===== src/rtl/knight_cmd_pkg.sv =====
// rtl/knight_cmd_pkg.sv - shared types and command constants for the Knight's Tour command path
package knight_cmd_pkg;

    typedef enum logic [2:0] {
        IDLE,
        SEND,
        WAIT_SNT,
        WAIT_RESP,
        NEXT,
        DONE,
        ERR
    } seq_state_t;

    typedef enum logic [1:0] {
        ERR_NONE    = 2'd0,
        ERR_NACK    = 2'd1,
        ERR_SND_TMO = 2'd2,
        ERR_RSP_TMO = 2'd3
    } err_code_t;

    localparam logic [7:0] POS_ACK_DEF = 8'hA5;

    // Standard commands: gyro calibration followed by the opening tour moves.
    localparam logic [15:0] CMD_CAL_GYRO = 16'h4002;
    localparam logic [15:0] CMD_MOVE_A   = 16'h5BF1;
    localparam logic [15:0] CMD_MOVE_B   = 16'h47F1;
    localparam logic [15:0] CMD_MOVE_C   = 16'h53F2;

endpackage


===== src/rtl/seq_cmd_queue.sv =====
// rtl/seq_cmd_queue.sv - DEPTH x CMD_W command store with fill count and indexed read
module seq_cmd_queue #(
    parameter int CMD_W = 16,
    parameter int DEPTH = 8
) (
    input  logic                       clk,
    input  logic                       rst,
    input  logic                       wr_en,
    input  logic [CMD_W-1:0]           wr_data,
    input  logic                       clr,
    input  logic [$clog2(DEPTH)-1:0]   rd_idx,
    output logic [CMD_W-1:0]           rd_data,
    output logic [$clog2(DEPTH+1)-1:0] count,
    output logic                       full
);
    localparam int IDX_W = $clog2(DEPTH);
    localparam int CNT_W = $clog2(DEPTH+1);

    logic [CMD_W-1:0] mem_q [DEPTH];
    logic [CNT_W-1:0] count_q;

    // Entries are not reset; only the fill count defines what is valid.
    always_ff @(posedge clk) begin
        if (rst) begin
            count_q <= '0;
        end else if (clr) begin
            count_q <= '0;
        end else if (wr_en && !full) begin
            mem_q[IDX_W'(count_q)] <= wr_data;
            count_q                <= count_q + CNT_W'(1);
        end
    end

    assign count   = count_q;
    assign full    = (count_q == CNT_W'(DEPTH));
    assign rd_data = mem_q[rd_idx];

endmodule


===== src/rtl/cmd_sequencer.sv =====
// rtl/cmd_sequencer.sv - plays queued commands to RemoteComm and checks each response
module cmd_sequencer
    import knight_cmd_pkg::*;
#(
    parameter int                CMD_W    = 16,
    parameter int                RESP_W   = 8,
    parameter int                DEPTH    = 8,
    parameter logic [RESP_W-1:0] POS_ACK  = RESP_W'(POS_ACK_DEF),
    parameter int                TMO_CLKS = 1000000
) (
    input  logic                       clk,
    input  logic                       rst,
    input  logic                       wr_en,
    input  logic [CMD_W-1:0]           wr_cmd,
    input  logic                       clr_q,
    input  logic                       start,
    input  logic                       abort,
    input  logic                       loop_mode,
    output logic [CMD_W-1:0]           cmd,
    output logic                       snd_cmd,
    input  logic                       cmd_snt,
    input  logic                       resp_rdy,
    input  logic [RESP_W-1:0]          resp,
    output logic [$clog2(DEPTH+1)-1:0] count,
    output logic                       full,
    output logic                       busy,
    output logic [$clog2(DEPTH)-1:0]   cur_idx,
    output logic                       done,
    output logic                       err,
    output logic [1:0]                 err_code,
    output logic [$clog2(DEPTH)-1:0]   err_idx
);
    localparam int IDX_W = $clog2(DEPTH);
    localparam int CNT_W = $clog2(DEPTH+1);
    localparam int TMO_W = $clog2(TMO_CLKS+1);
    localparam logic [TMO_W-1:0] TMO_LIM = TMO_W'(TMO_CLKS);

    seq_state_t       state_q, state_d;
    logic [IDX_W-1:0] cur_idx_q, cur_idx_d;
    logic [CMD_W-1:0] cmd_q, cmd_d;
    logic [TMO_W-1:0] tmo_q, tmo_d, tmo_nxt;
    logic             err_q, err_d;
    err_code_t        err_code_q, err_code_d;
    logic [IDX_W-1:0] err_idx_q, err_idx_d;
    logic             load_cmd;
    logic             fail;
    err_code_t        fail_code;
    logic             more_left;
    logic             idle;
    logic [CMD_W-1:0] rd_data;

    assign idle = (state_q == IDLE);

    seq_cmd_queue #(
        .CMD_W (CMD_W),
        .DEPTH (DEPTH)
    ) u_queue (
        .clk     (clk),
        .rst     (rst),
        .wr_en   (wr_en && idle),
        .wr_data (wr_cmd),
        .clr     (clr_q && idle),
        .rd_idx  (cur_idx_d),
        .rd_data (rd_data),
        .count   (count),
        .full    (full)
    );

    assign more_left = (CNT_W'(cur_idx_q) + CNT_W'(1)) < count;
    assign tmo_nxt   = (tmo_q == TMO_LIM) ? tmo_q : tmo_q + TMO_W'(1);

    always_comb begin
        state_d    = state_q;
        cur_idx_d  = cur_idx_q;
        tmo_d      = tmo_q;
        err_d      = err_q;
        err_code_d = err_code_q;
        err_idx_d  = err_idx_q;
        load_cmd   = 1'b0;
        fail       = 1'b0;
        fail_code  = ERR_NONE;
        if (abort && !idle) begin
            state_d = IDLE;
        end else begin
            case (state_q)
                IDLE: begin
                    if (start) begin
                        if (count != '0) begin
                            err_d      = 1'b0;
                            err_code_d = ERR_NONE;
                            err_idx_d  = '0;
                            cur_idx_d  = '0;
                            load_cmd   = 1'b1;
                            state_d    = SEND;
                        end else begin
                            state_d = DONE;
                        end
                    end
                end
                SEND: begin
                    tmo_d   = '0;
                    state_d = WAIT_SNT;
                end
                WAIT_SNT, WAIT_RESP: begin
                    // A response arriving before cmd_snt implies the send completed.
                    if (resp_rdy) begin
                        if (resp == POS_ACK) begin
                            state_d = NEXT;
                        end else begin
                            fail      = 1'b1;
                            fail_code = ERR_NACK;
                        end
                    end else if (state_q == WAIT_SNT && cmd_snt) begin
                        tmo_d   = '0;
                        state_d = WAIT_RESP;
                    end else begin
                        tmo_d = tmo_nxt;
                        if (tmo_nxt == TMO_LIM) begin
                            fail      = 1'b1;
                            fail_code = (state_q == WAIT_SNT) ? ERR_SND_TMO : ERR_RSP_TMO;
                        end
                    end
                end
                NEXT: begin
                    if (more_left) begin
                        cur_idx_d = cur_idx_q + IDX_W'(1);
                        load_cmd  = 1'b1;
                        state_d   = SEND;
                    end else if (loop_mode) begin
                        cur_idx_d = '0;
                        load_cmd  = 1'b1;
                        state_d   = SEND;
                    end else begin
                        state_d = DONE;
                    end
                end
                default: state_d = IDLE;
            endcase
            if (fail) begin
                state_d    = ERR;
                err_d      = 1'b1;
                err_code_d = fail_code;
                err_idx_d  = cur_idx_q;
            end
        end
    end

    // cmd is captured on entry to SEND so it is stable while snd_cmd is high.
    assign cmd_d = load_cmd ? rd_data : cmd_q;

    always_ff @(posedge clk) begin
        if (rst) begin
            state_q    <= IDLE;
            cur_idx_q  <= '0;
            cmd_q      <= '0;
            tmo_q      <= '0;
            err_q      <= 1'b0;
            err_code_q <= ERR_NONE;
            err_idx_q  <= '0;
        end else begin
            state_q    <= state_d;
            cur_idx_q  <= cur_idx_d;
            cmd_q      <= cmd_d;
            tmo_q      <= tmo_d;
            err_q      <= err_d;
            err_code_q <= err_code_d;
            err_idx_q  <= err_idx_d;
        end
    end

    assign cmd      = cmd_q;
    assign snd_cmd  = (state_q == SEND) && !abort;
    assign busy     = !idle;
    assign done     = (state_q == DONE);
    assign cur_idx  = cur_idx_q;
    assign err      = err_q;
    assign err_code = err_code_q;
    assign err_idx  = err_idx_q;

endmodule


===== config.mk =====
export PLATFORM = sky130hd
export DESIGN_NAME = cmd_sequencer
export DESIGN_NICKNAME = d
export VERILOG_FILES = /design/src/rtl/knight_cmd_pkg.sv /design/src/rtl/seq_cmd_queue.sv /design/src/rtl/cmd_sequencer.sv
export SDC_FILE = /design/constraint.sdc
export NUM_CORES = 1
export LEC_CHECK = 0
export ABC_AREA = 1
export CAP_MARGIN = 15
export CORE_AREA = 2 2 131 133
export CTS_CLUSTER_DIAMETER = 60
export DETAILED_ROUTE_END_ITERATION = 8
export DIE_AREA = 0 0 133 135
export DONT_BUFFER_PORTS = 1
export PLACE_DENSITY = 0.67
export SLEW_MARGIN = 0
export SYNTH_ARGS = -nofsm -noshare
export SYNTH_HDL_FRONTEND = slang
export SYNTH_SLANG_ARGS = --single-unit

===== constraint.sdc =====
create_clock -name clk -period 2.8 [get_ports clk]
set_input_delay 0.56 -clock clk [delete_from_list [all_inputs] [get_ports clk]]
set_output_delay 0.56 -clock clk [all_outputs]
set_load 0.02 [all_outputs]

==> results by group, run 1 <==
Routing
  – Initial DRT Pass Iterations: 4
  – Final ANT Viol Nets: 0
  – Routed WL: roughly 19000 um
  – DR DRC count: 0
  – Drt wl/cell: approximately 17 um
  – Initial DRC count: between 400 and 500
  – DR vias/cell: around 5.3
  – Routed via count: roughly 6000

Setup path
  – CP required: 3.17 ns
  – Crit path DAT: slightly below 3 ns
  – Setup crit start kind: register
  – CP Capture Type: register
  – Largest stage delay, worst path: between 0.3 and 0.4 ns
  – Crit-path slowest cell: dfxtp_1
  – Cell Chain, Critical Path: ha_1 > ha_1 > a21oi_1 > nand3b_1 > nand2_1 > nand2_1 > o21ai_1 > nand2_1 > nand2_2 > inv_2 > clkbuf_16 > nand2_1 > nand3_1 > nand3_1 > nand3_1 > nand3_1 > inv_1
  – Reg2Reg Setup Slack: just under 0.2 ns
  – CP Max Fanout: 32
  – WS Path Type: register to register
  – Reg2Reg Depth: 17
  – Reg2reg start: cur_idx[0]
  – Worst R2R End: cmd[6]

Placed design
  – Setup WS pre-CTS: between 0.2 and 0.3 ns
  – Port bufs: 0
  – HPWL Detailed: 11600 um
  – GPL Wtd Cong: between 0.8 and 0.9

Timing
  – Worst relative slew slack: 58.9%
  – Tmin final: 2.60 ns
  – RSZ-0062 raised after global routing: false
  – Slew Viols, Final: 0
  – Final hold violations: 0
  – Max Fclk: about 0.38 GHz
  – Clock skew: 0.00826 ns
  – Slew @ Worst Pin: roughly 0.61 ns
  – Setup violations, final: 0
  – Final WS setup: 0.196 ns
  – Tcrit/Tclk final: approximately 93%

Clock tree
  – Deepest clock path buffer count: 2
  – CTS root buffer: clkbuf_16
  – Clk_lat worst skew: 0.43 ns
  – Postcts setup bufs: 0
  – Clk slew on worst S/H paths: approximately 0.07 ns
  – CTS Buf Count: 17
  – Clock Sinks: 180
  – H-tree Lvls: 4
  – TritonCTS clock tree: yes

Yosys
  – Syn_nets: approximately 900
  – Simple-gate area share of the yosys netlist: 28.2%
  – Register bit count reported by yosys: 180
  – Yosys warning count: 0
  – Mapped Cells: around 870
  – Synth Area in Compound Gates: 3.26%
  – Proportion of synthesized area in mux cells: 0%
  – Synth Cell Area: 8170 um2
  – Top-area cell type share of the netlist area: between 40 and 50%
  – Synth unique cells: 39
  – Synth area leaders: edfxtp_1 47%, dfxtp_1 13%, nand2_1 10%
  – Largest family of logic cells by synthesized area: simple AND/OR/NAND/NOR gates
  – Post-Synth Adder-Cell Area: under 10%
  – Yosys top cell by area: edfxtp_1
  – Post-Synth XOR/XNOR Area: under 10%
  – Post-synthesis sequential area ratio: between 50% and 60%
  – Syn avg cell area: around 9.4 um2

Finish
  – Nets: 932
  – Layout cells sized above 1: 14.0%
  – Diodes inserted: 0
  – Area Overhead vs Synth: 13.1%

Die
  – Rows: 47
  – Ports: 66
  – Starting Density: about half
  – Die Ht: ~140 um
  – Die W: between 100 and 150 um
  – Die area: around 18000 um2
  – Core box area: roughly 16000 um2

Hold path
  – Hold Path Class: primary input to register
  – HP Start: rst
  – Hold depth: 1
  – Worst Hold End: tmo_q[2]

Global route
  – Gr usage total: a little over a fifth
  – First-pass GRT wire length: a little under 30000 um
  – Vias in the first global route: roughly 5800
  – Number of antenna violations at the first check in global routing: 0
  – Congestion Overflow GR: 0
  – Pin count of the biggest net entering global routing: 65

Power
  – Pwr Total: 7.27 mW
  – Leakage: around 3.6 nW
  – VDD IR-drop max: roughly 0.53 mV
  – PwrDens: approximately 790 nW/um2

Run status
  – Status: completed

Run
  – Max-capacitance violation count: 0
-- sequential cells by signal, indices dropped and copies added, names as in the netlist --
name and flops:
u_queue.count 4, cur_idx 3, state_q 3, err_code 2, u_queue.mem_q 128, err_idx 3, tmo_q 20, cmd 16
err 1
-- how the worst max path moves through the flow --
stage | depth (start not counted) | startpoint | to | slack [ns]
6_report | 17 | cur_idx[0] | cmd[6] | 0.20
5_1_grt | 17 | cur_idx[0] | cmd[4] | 0.003
4_1_cts | 17 | cur_idx[0] | cmd[9] | 0.22
3_5_place_dp | 17 | cur_idx[0] | cmd[11] | 0.29
3_3_place_gp | 14 | tmo_q[0] | err_code[1] | 0.30
2_1_floorplan | 7 | u_queue.count[1] | u_queue.mem_q[2][0] | -0.38
-- critical path, delay by kind of cell, from the launching register on --
| family | cells | cell delay [ns] |
|---|---|---|
| simple gates | 10 | 0.90 |
| flops | 1 | 0.32 |
| buf+inv | 3 | 0.52 |
| fa+ha+maj | 2 | 0.60 |
| compound gates | 2 | 0.21 |
-- placed cells by master, fill, tap and decap left out, types with 16 or more instances in the layout --
cell / count
nor2_1: 43
or2_2: 16
a21oi_1: 34
inv_1: 70
buf_4: 29
nand2_1: 226
dfxtp_1: 52
nand3_1: 164
clkbuf_16: 19
edfxtp_1: 128
-- logic make-up (layout without fill, tap and decap cells) --
| group | count (synthesis) | after routing |
|---|---|---|
| AOI/OAI and AO/OA | 49 | 49 |
| xor gates and xnor gates | 14 | 14 |
| adders and majority gates | 8 | 8 |
| buffers and inverters | 120 | 151 |
| DFF | 180 | 180 |
| and+or+nand+nor | 502 | 502 |
-- cell usage after synthesis --
| cell type | count |
|---|---|
| nand2_4 | 3 |
| nand2_1 | 227 |
| nor3_2 | 2 |
| buf_1 | 1 |
| o21ai_0 | 6 |
| nor2_2 | 6 |
| nand4_1 | 6 |
| clkbuf_1 | 12 |
| xnor2_1 | 2 |
| o221ai_1 | 1 |
| nor2_4 | 4 |
| ha_1 | 8 |
| a21oi_1 | 34 |
| clkinv_1 | 3 |
| nor2_1 | 46 |
| o21ai_1 | 2 |
| inv_1 | 70 |
| a311oi_1 | 1 |
| o21bai_1 | 1 |
| nand4_2 | 1 |
| or2_2 | 16 |
| buf_2 | 18 |
| nor4_1 | 4 |
| o21ai_2 | 1 |
| inv_2 | 12 |
| nand3b_1 | 4 |
| nand3_1 | 164 |
| xor2_2 | 1 |
| buf_4 | 4 |
| nor3_1 | 10 |
| a21oi_2 | 1 |
| o31ai_1 | 1 |
| nand2_2 | 5 |
| edfxtp_1 | 128 |
| dfxtp_1 | 52 |
| xor2_1 | 11 |
| a31oi_1 | 1 |
| nand3_2 | 2 |
| and2_1 | 2 |
-- per-layer routing --
| metal | part of all wire [%] | GRT usage (%) | wire length, um | vias to the layer above |
|---|---|---|---|---|
| met2 | 49 | 35.8 | 9220 | 167 |
| met1 | 43 | 27.4 | 8100 | 2806 |
| met3 | 6.6 | 5.74 | 1240 | 23 |
| met4 | 1.6 | 7.05 | 298 | 0 |
| met5 | 0 | 0 | 0 | - |
| li1 | - | - | - | 2967 |
-- stage by stage --
stage | TNS, ns | cells | hold slack, ns | utilization (%) | instance area, um2
finish | 0 | 1124 | 0.194 | 56.3 | 9240
global route | 0 | 1124 | 0.180 | 56.3 | 9240
CTS | 0 | 1122 | 0.182 | 56.0 | 9190
detailed placement | 0 | 1090 | 0.481 | 52.3 | 8580
global placement | 0 | 1090 | 0.479 | 52.3 | 8580
floorplan | -25.00 | 873 | 0.466 | - | 8180
-- final cells by class --
class / count / area [um2]
fill: 1430 / 7170
sequential: 180 / 4880
multi-input combinational: 573 / 2840
clock buffer: 20 / 437
timing repair buffer: 34 / 319
inverter: 85 / 319
tap: 220 / 275
clock inverter: 12 / 166
-- power by group --
part           leakage [nW]  switching (mW)  internal [mW]
Combinational          1.71           0.986          0.552
Clock                 0.297            1.02           1.43
Sequential             1.57           0.247           3.04
-- what timing repair did --
| action | in CTS | in global routing |
|---|---|---|
| hold buffers | 0 | 0 |
| setup endpoints to repair | 0 | 3 |
| resized for setup | 0 | 1 |
(Power assumes the default switching activity.)
==> inputs of run 2 (changes only) <==
--- a/config.mk
+++ b/config.mk
@@ -11,8 +11,7 @@
 export CTS_CLUSTER_DIAMETER = 60
 export DETAILED_ROUTE_END_ITERATION = 8
 export DIE_AREA = 0 0 133 135
-export DONT_BUFFER_PORTS = 1
-export PLACE_DENSITY = 0.67
+export PLACE_DENSITY = 0.72
 export SLEW_MARGIN = 0
 export SYNTH_ARGS = -nofsm -noshare
 export SYNTH_HDL_FRONTEND = slang
==> results by group, run 2 (same netlist as run 1, synthesis figures left out) <==
Routing
  – DR vias/cell: 5.25 (-1.1%)
  – Routed WL: 18200 um (-3.7%)
  – Initial DRC count: 526 (+19%)
  – Drt wl/cell: 15.4 um (-8.2%)
  – Routed via count: 6186 (+3.7%)
  – DR DRC count: 0 (unchanged)
  – Initial DRT Pass Iterations: 5 (+1)
  – Final ANT Viol Nets: 0 (unchanged)

Hold path
  – Worst Hold End: err
  – HP Start: err
  – Hold depth: 2 (+1)
  – Hold Path Class: register to register

Timing
  – Slew @ Worst Pin: 0.420 ns (-0.192 ns)
  – Setup TNS: 0 ns (unchanged)
  – Tcrit/Tclk final: 91.5% (-1.5 points)
  – Clock skew: 0.0101 ns (+0.00186 ns)
  – Final hold violations: 0 (unchanged)
  – Tmin final: 2.56 ns (-0.0420 ns)
  – Setup violations, final: 0 (unchanged)
  – Slew Viols, Final: 0 (unchanged)
  – RSZ-0062 raised after global routing: false
  – Worst relative slew slack: 71.9% (+13 points)
  – Max Fclk: 0.390 GHz (+1.6%)

Global route
  – Vias in the first global route: 5670 (-1.8%)
  – Number of antenna violations at the first check in global routing: 1 (+1)
  – First-pass GRT wire length: 29200 um (-1.8%)
  – Pin count of the biggest net entering global routing: 66 (+1.5%)
  – Gr usage total: 20.9% (-0.56 points)
  – Congestion Overflow GR: 0 (unchanged)

Setup path
  – Reg2reg start: tmo_q[0]
  – Crit-path slowest cell: dfxtp_1
  – Reg2Reg Setup Slack: 0.24 ns (+0.04 ns)
  – CP Max Fanout: 8 (-75%)
  – Cell Chain, Critical Path: ha_1 > nand3_2 > nor2_2 > nand2_1 > nor2_1 > xor2_1 > nor3_2 > nand4_2 > nand2_4 > nand2_4 > nand2_2 > nand2_1 > nand2_1 > nor2_2
  – Worst R2R End: err_code[1]
  – Setup crit start kind: register
  – CP most frequent cell: nand2_1
  – CP Capture Type: register
  – Crit path DAT: 2.88 ns (-0.09 ns)
  – Largest stage delay, worst path: 0.43 ns (+0.11 ns)
  – Reg2Reg Depth: 14 (-3)
  – CP required: 3.12 ns (-0.05 ns)
  – CP startpoint: tmo_q[0]
  – WS Path Type: register to register

Die
  – Die Ht: 135 um (unchanged)
  – Core box area: 16400 um2 (unchanged)
  – Ports: 66 (unchanged)
  – Die W: 133 um (unchanged)
  – Die area: 18000 um2 (unchanged)
  – Rows: 47 (unchanged)
  – Starting Density: 49.8% (unchanged)

Clock tree
  – Clk slew on worst S/H paths: 0.07 ns (about the same)
  – Clock Sinks: 180 (unchanged)
  – Clk_lat worst skew: 0.43 ns (about the same)
  – CTS Buf Count: 17 (unchanged)
  – Postcts setup bufs: 0 (unchanged)
  – Deepest clock path buffer count: 2 (unchanged)
  – TritonCTS clock tree: yes
  – Post-CTS Hold Buffers: 0 (unchanged)
  – H-tree Lvls: 4 (unchanged)
  – CTS root buffer: clkbuf_16

Finish
  – Layout cells sized above 1: 12.3% (-1.7 points)
  – Area Overhead vs Synth: 20.6%
  – Largest register FFs: 128 (unchanged)
  – Diodes inserted: 0 (unchanged)
  – Largest Register: u_queue.mem_q
  – Nets: 987 (+5.9%)
  – Commonest non-fill, non-tap cell in the layout: nand2_1
  – Most frequent cells in the layout: 226 x nand2_1, 164 x nand3_1, 128 x edfxtp_1
  – Post-layout utilization of the core: 60.1% (+3.8 points)

Run
  – Max-capacitance violation count: 0 (unchanged)

Power
  – VDD IR-drop max: 0.544 mV (+3.5%)
  – Switching Fraction: 31.8% (+0.74 points)
  – Pwr Total: 7.40 mW (+1.8%)
  – Leakage: 3.75 nW (+4.8%)
  – Combinational share of power: 25.7% (+4.5 points)
  – Pint: 5.05 mW (+0.73%)
  – PwrDens: 751 nW/um2 (-4.5%)
  – Clock share of power: 31.8% (-1.9 points)
  – Share of power burned in registers: 42.6% (-2.6 points)
  – Net Switching: 2.35 mW (+4.2%)

Placed design
  – HPWL Detailed: 11000 um (-5.5%)
  – Port bufs: 65 (+65)
  – GPL Wtd Cong: 0.879 (+3.3%)

Run status
  – Status: completed
## run 2: cell count changes in the layout (fill, tap and decap cells not counted), moves of 2 or more
cell | before | now
clkdlybuf4s50_1 | 0 | 65
clkbuf_1 | 3 | 0
clkinvlp_4 | 0 | 2
clkinv_8 | 0 | 3
bufinv_16 | 3 | 1
clkbuf_16 | 19 | 17
buf_4 | 29 | 15
buf_12 | 2 | 9
## run 2: timing repair
item	CTS	global route
gates resized for setup	0	2
hold endpoints to repair	0	0
endpoints found under the setup margin	0	8
## run 2: critical path: cells and delay by family, from the launching register on
| family | cells | cell delay [ns] |
|---|---|---|
| xor+xnor | 1 | 0.11 |
| fa+ha+maj | 1 | 0.23 |
| flops | 1 | 0.43 |
| simple gates | 12 | 1.69 |
## run 2: cell type report
cell class | instances | area (um2)
clock buffers | 17 | 425
clock inverters | 15 | 169
fillers | 1335 | 6550
inverters | 85 | 322
multi-input cells | 573 | 2840
flip-flops and latches | 180 | 4880
well taps | 220 | 275
repair buffers | 89 | 943
## run 2: metal layers
| metal | GRT usage (%) | part of all wire [%] | vias up |
|---|---|---|---|
| met5 | 0 | 0.072 | - |
| met4 | 7.53 | 1.6 | 2 |
| met3 | 5.11 | 6.1 | 26 |
| met2 | 34.6 | 49 | 189 |
| met1 | 27.0 | 43 | 2890 |
| li1 | - | - | 3079 |
## run 2: how the worst max path moves through the flow
stage,to,slack [ns],cells after the start
CTS,cmd[1],0.22,15
detailed placement,cmd[1],0.23,12
global placement,snd_cmd,0.19,3
floorplan,u_queue.mem_q[2][0],-0.38,7
finish,err_code[1],0.24,14
global route,cmd[0],0.02,17
## run 2: stage by stage
| step | hold WS, ns | std cells | setup slack [ns] | area (um2) |
|---|---|---|---|---|
| CTS | 0.471 | 1179 | 0.224 | 9850 |
| finish | 0.468 | 1179 | 0.238 | 9860 |
| global placement | 0.459 | 1147 | 0.185 | 9260 |
| floorplan | 0.466 | 873 | -0.379 | 8180 |
| detailed placement | 0.460 | 1147 | 0.228 | 9260 |
| global route | 0.512 | 1179 | 0.0153 | 9860 |
## run 2: power groups by stage
stage / clock, mW / combinational, mW / sequential, mW
after detailed placement: 0 / 1.89 / 3.21
final: 2.35 / 1.90 / 3.15
after global placement: 0 / 1.87 / 3.21
after floorplan: 0 / 1.09 / 3.31
after CTS: 2.39 / 1.90 / 3.15
after global routing: 2.50 / 2.09 / 3.17
==> variant: new RTL, flow settings as in run 1 <==
Re-encode `seq_state_t` (7 states) as one-hot, 7 bits wide.
--- a/src/rtl/knight_cmd_pkg.sv
+++ b/src/rtl/knight_cmd_pkg.sv
@@ -1,14 +1,14 @@
 // rtl/knight_cmd_pkg.sv - shared types and command constants for the Knight's Tour command path
 package knight_cmd_pkg;
 
-    typedef enum logic [2:0] {
-        IDLE,
-        SEND,
-        WAIT_SNT,
-        WAIT_RESP,
-        NEXT,
-        DONE,
-        ERR
+    typedef enum logic [6:0] {
+        IDLE      = 7'b0000001,
+        SEND      = 7'b0000010,
+        WAIT_SNT  = 7'b0000100,
+        WAIT_RESP = 7'b0001000,
+        NEXT      = 7'b0010000,
+        DONE      = 7'b0100000,
+        ERR       = 7'b1000000
     } seq_state_t;
 
     typedef enum logic [1:0] {
Formal check against the unedited RTL: same outputs for any inputs over 4 cycles, from zero or initial values and one cycle with rst high; so few cycles prove little.
==> variant against run 1 <==
Global-route usage rose by 0.83 points; setup slack better by 25 ps; sequential cell count is 4 higher; wire length rose by 8.4%; final area up 5.1%; area after synthesis rose by 5.9%; synthesized cell count is 7.6% higher; critical endpoint is now cmd[11]; highest routed layer unchanged.
Power is not compared: it rests on default switching activity, and its combinational part moved more than twofold at a synthesized area within 25%.
==> variant: results (changes against run 1) <==
• **total cell area at the placement stage** 9070 µm², +5.7%
• **net count reported at finish** 996, +6.9%
• **actual transition at the worst max-transition pin** 672 ps, +60.3 ps
• **Synthesized Nets** 980, +7.2%
• **list of most frequent post-synthesis cells** nand2_1 (257), edfxtp_1 (128), nand3_1 (118)
• **XOR/XNOR Fraction of Synth Area** 0.911%, -0.68 points
• **Iter 0 DRT Violations** 442, +0.23%
• **Total Routing Usage GR** 22.3%, +0.83 points
• **unique cell type count in the Yosys netlist** 43, +10%
• **Inst Count DP** 1151, +5.6%
• **routed length per instance** 17.2 µm, +2.6%
• **class of the tightest hold or removal check** input pin to flip-flop
• **number of antenna violations at the first check in global routing** 0, unchanged
• **global placement routability congestion** 0.857, +0.75%
• **buffers inserted during post-CTS setup optimization** 0, unchanged
• **synthesized-area fraction occupied by ao, oa, aoi and oai cells** 5.46%, +2.2 points
• **part of the Yosys area used for sequential elements** 57.4%, -2.4 points
• **WL met2** 9.93 mm, +7.8%
• **vias in the first global route** 5833, +1.0%
• **Detailed Place HPWL** 11.7 mm, +0.59%
• **fraction of layout cells with a size suffix above 1** 12.4%, -1.7 points
• **largest cells by area after synthesis** edfxtp_1 (44%), dfxtp_1 (13%), nand2_1 (11%)
• **amount of wire on met3 after detailed routing** 1.26 mm, +1.9%
• **syn avg cell area** 9.22 µm², -1.5%
• **status** completed
• **proportion of synthesized area in mux cells** 0%, unchanged
• **pre-CTS setup slack** 188 ps, -103 ps
• **uppermost layer routed** met4
• **DR vias** 6464, +8.4%
• **data arrival time of the worst path** 2940 ps, -30 ps
• **first-pass GRT wire length** 30.8 mm, +3.5%
## variant: cell types whose count changed in the layout (fill, tap and decap cells not counted), moves of 5 or more
| cell | delta |
|---|---|
| inv_2 | -8 |
| or2_0 | +6 |
| xor2_1 | -5 |
| inv_1 | +16 |
| nand3_1 | -46 |
| nand3_2 | +8 |
| nand2_1 | +31 |
| a21oi_1 | +13 |
| nand3b_1 | +30 |
| o21ai_0 | +19 |
| or2_2 | -14 |
## variant: final cells by class
class / instances / area, µm²
Sequential cell: 184 / 4970
Timing Repair Buffer: 36 / 368
Clock buffer: 18 / 429
Fill cell: 1411 / 6700
Inverter: 91 / 343
Multi-Input combinational cell: 625 / 3220
Tap cell: 220 / 275
Clock inverter: 14 / 113
## variant: layer usage
layer | track usage, % | vias up
met3 | 5.07 | 26
met2 | 38.5 | 181
li1 | - | 3195
met1 | 28.4 | 3062
met4 | 6.33 | 0
met5 | 0 | -
## variant: worst paths after layout
path	from	end	slack [ps]	cells past startpoint
min reg2reg	tmo_q[6]	tmo_q[6]	500	2
max reg2reg	cur_idx[0]	cmd[11]	220	17
min	rst	err_code[0]	200	1
max	cur_idx[0]	cmd[11]	220	17
## variant: worst max-delay path, stage by stage, from the launching register on
cell and delay (ps):
dfxtp_1 330, buf_4 200, inv_1 80, nor2_1 110, ha_1 250, a21oi_1 200
nand2_1 120, nand2_1 90, nand2_1 50, nand4_1 60, buf_4 180, buf_6 310
nand3_1 110, nand2_1 80, nand2_1 70, nand3_1 90, nand2_1 70, a21oi_1 110
## variant: stage by stage
step	hold WS (ps)	TNS, ps	utilization [%]
after floorplan	468	-7950	-
after global placement	479	0	55.3
after detailed placement	482	0	55.3
after CTS	182	0	58.6
after global routing	177	-1.32	59.2
final	196	0	59.2
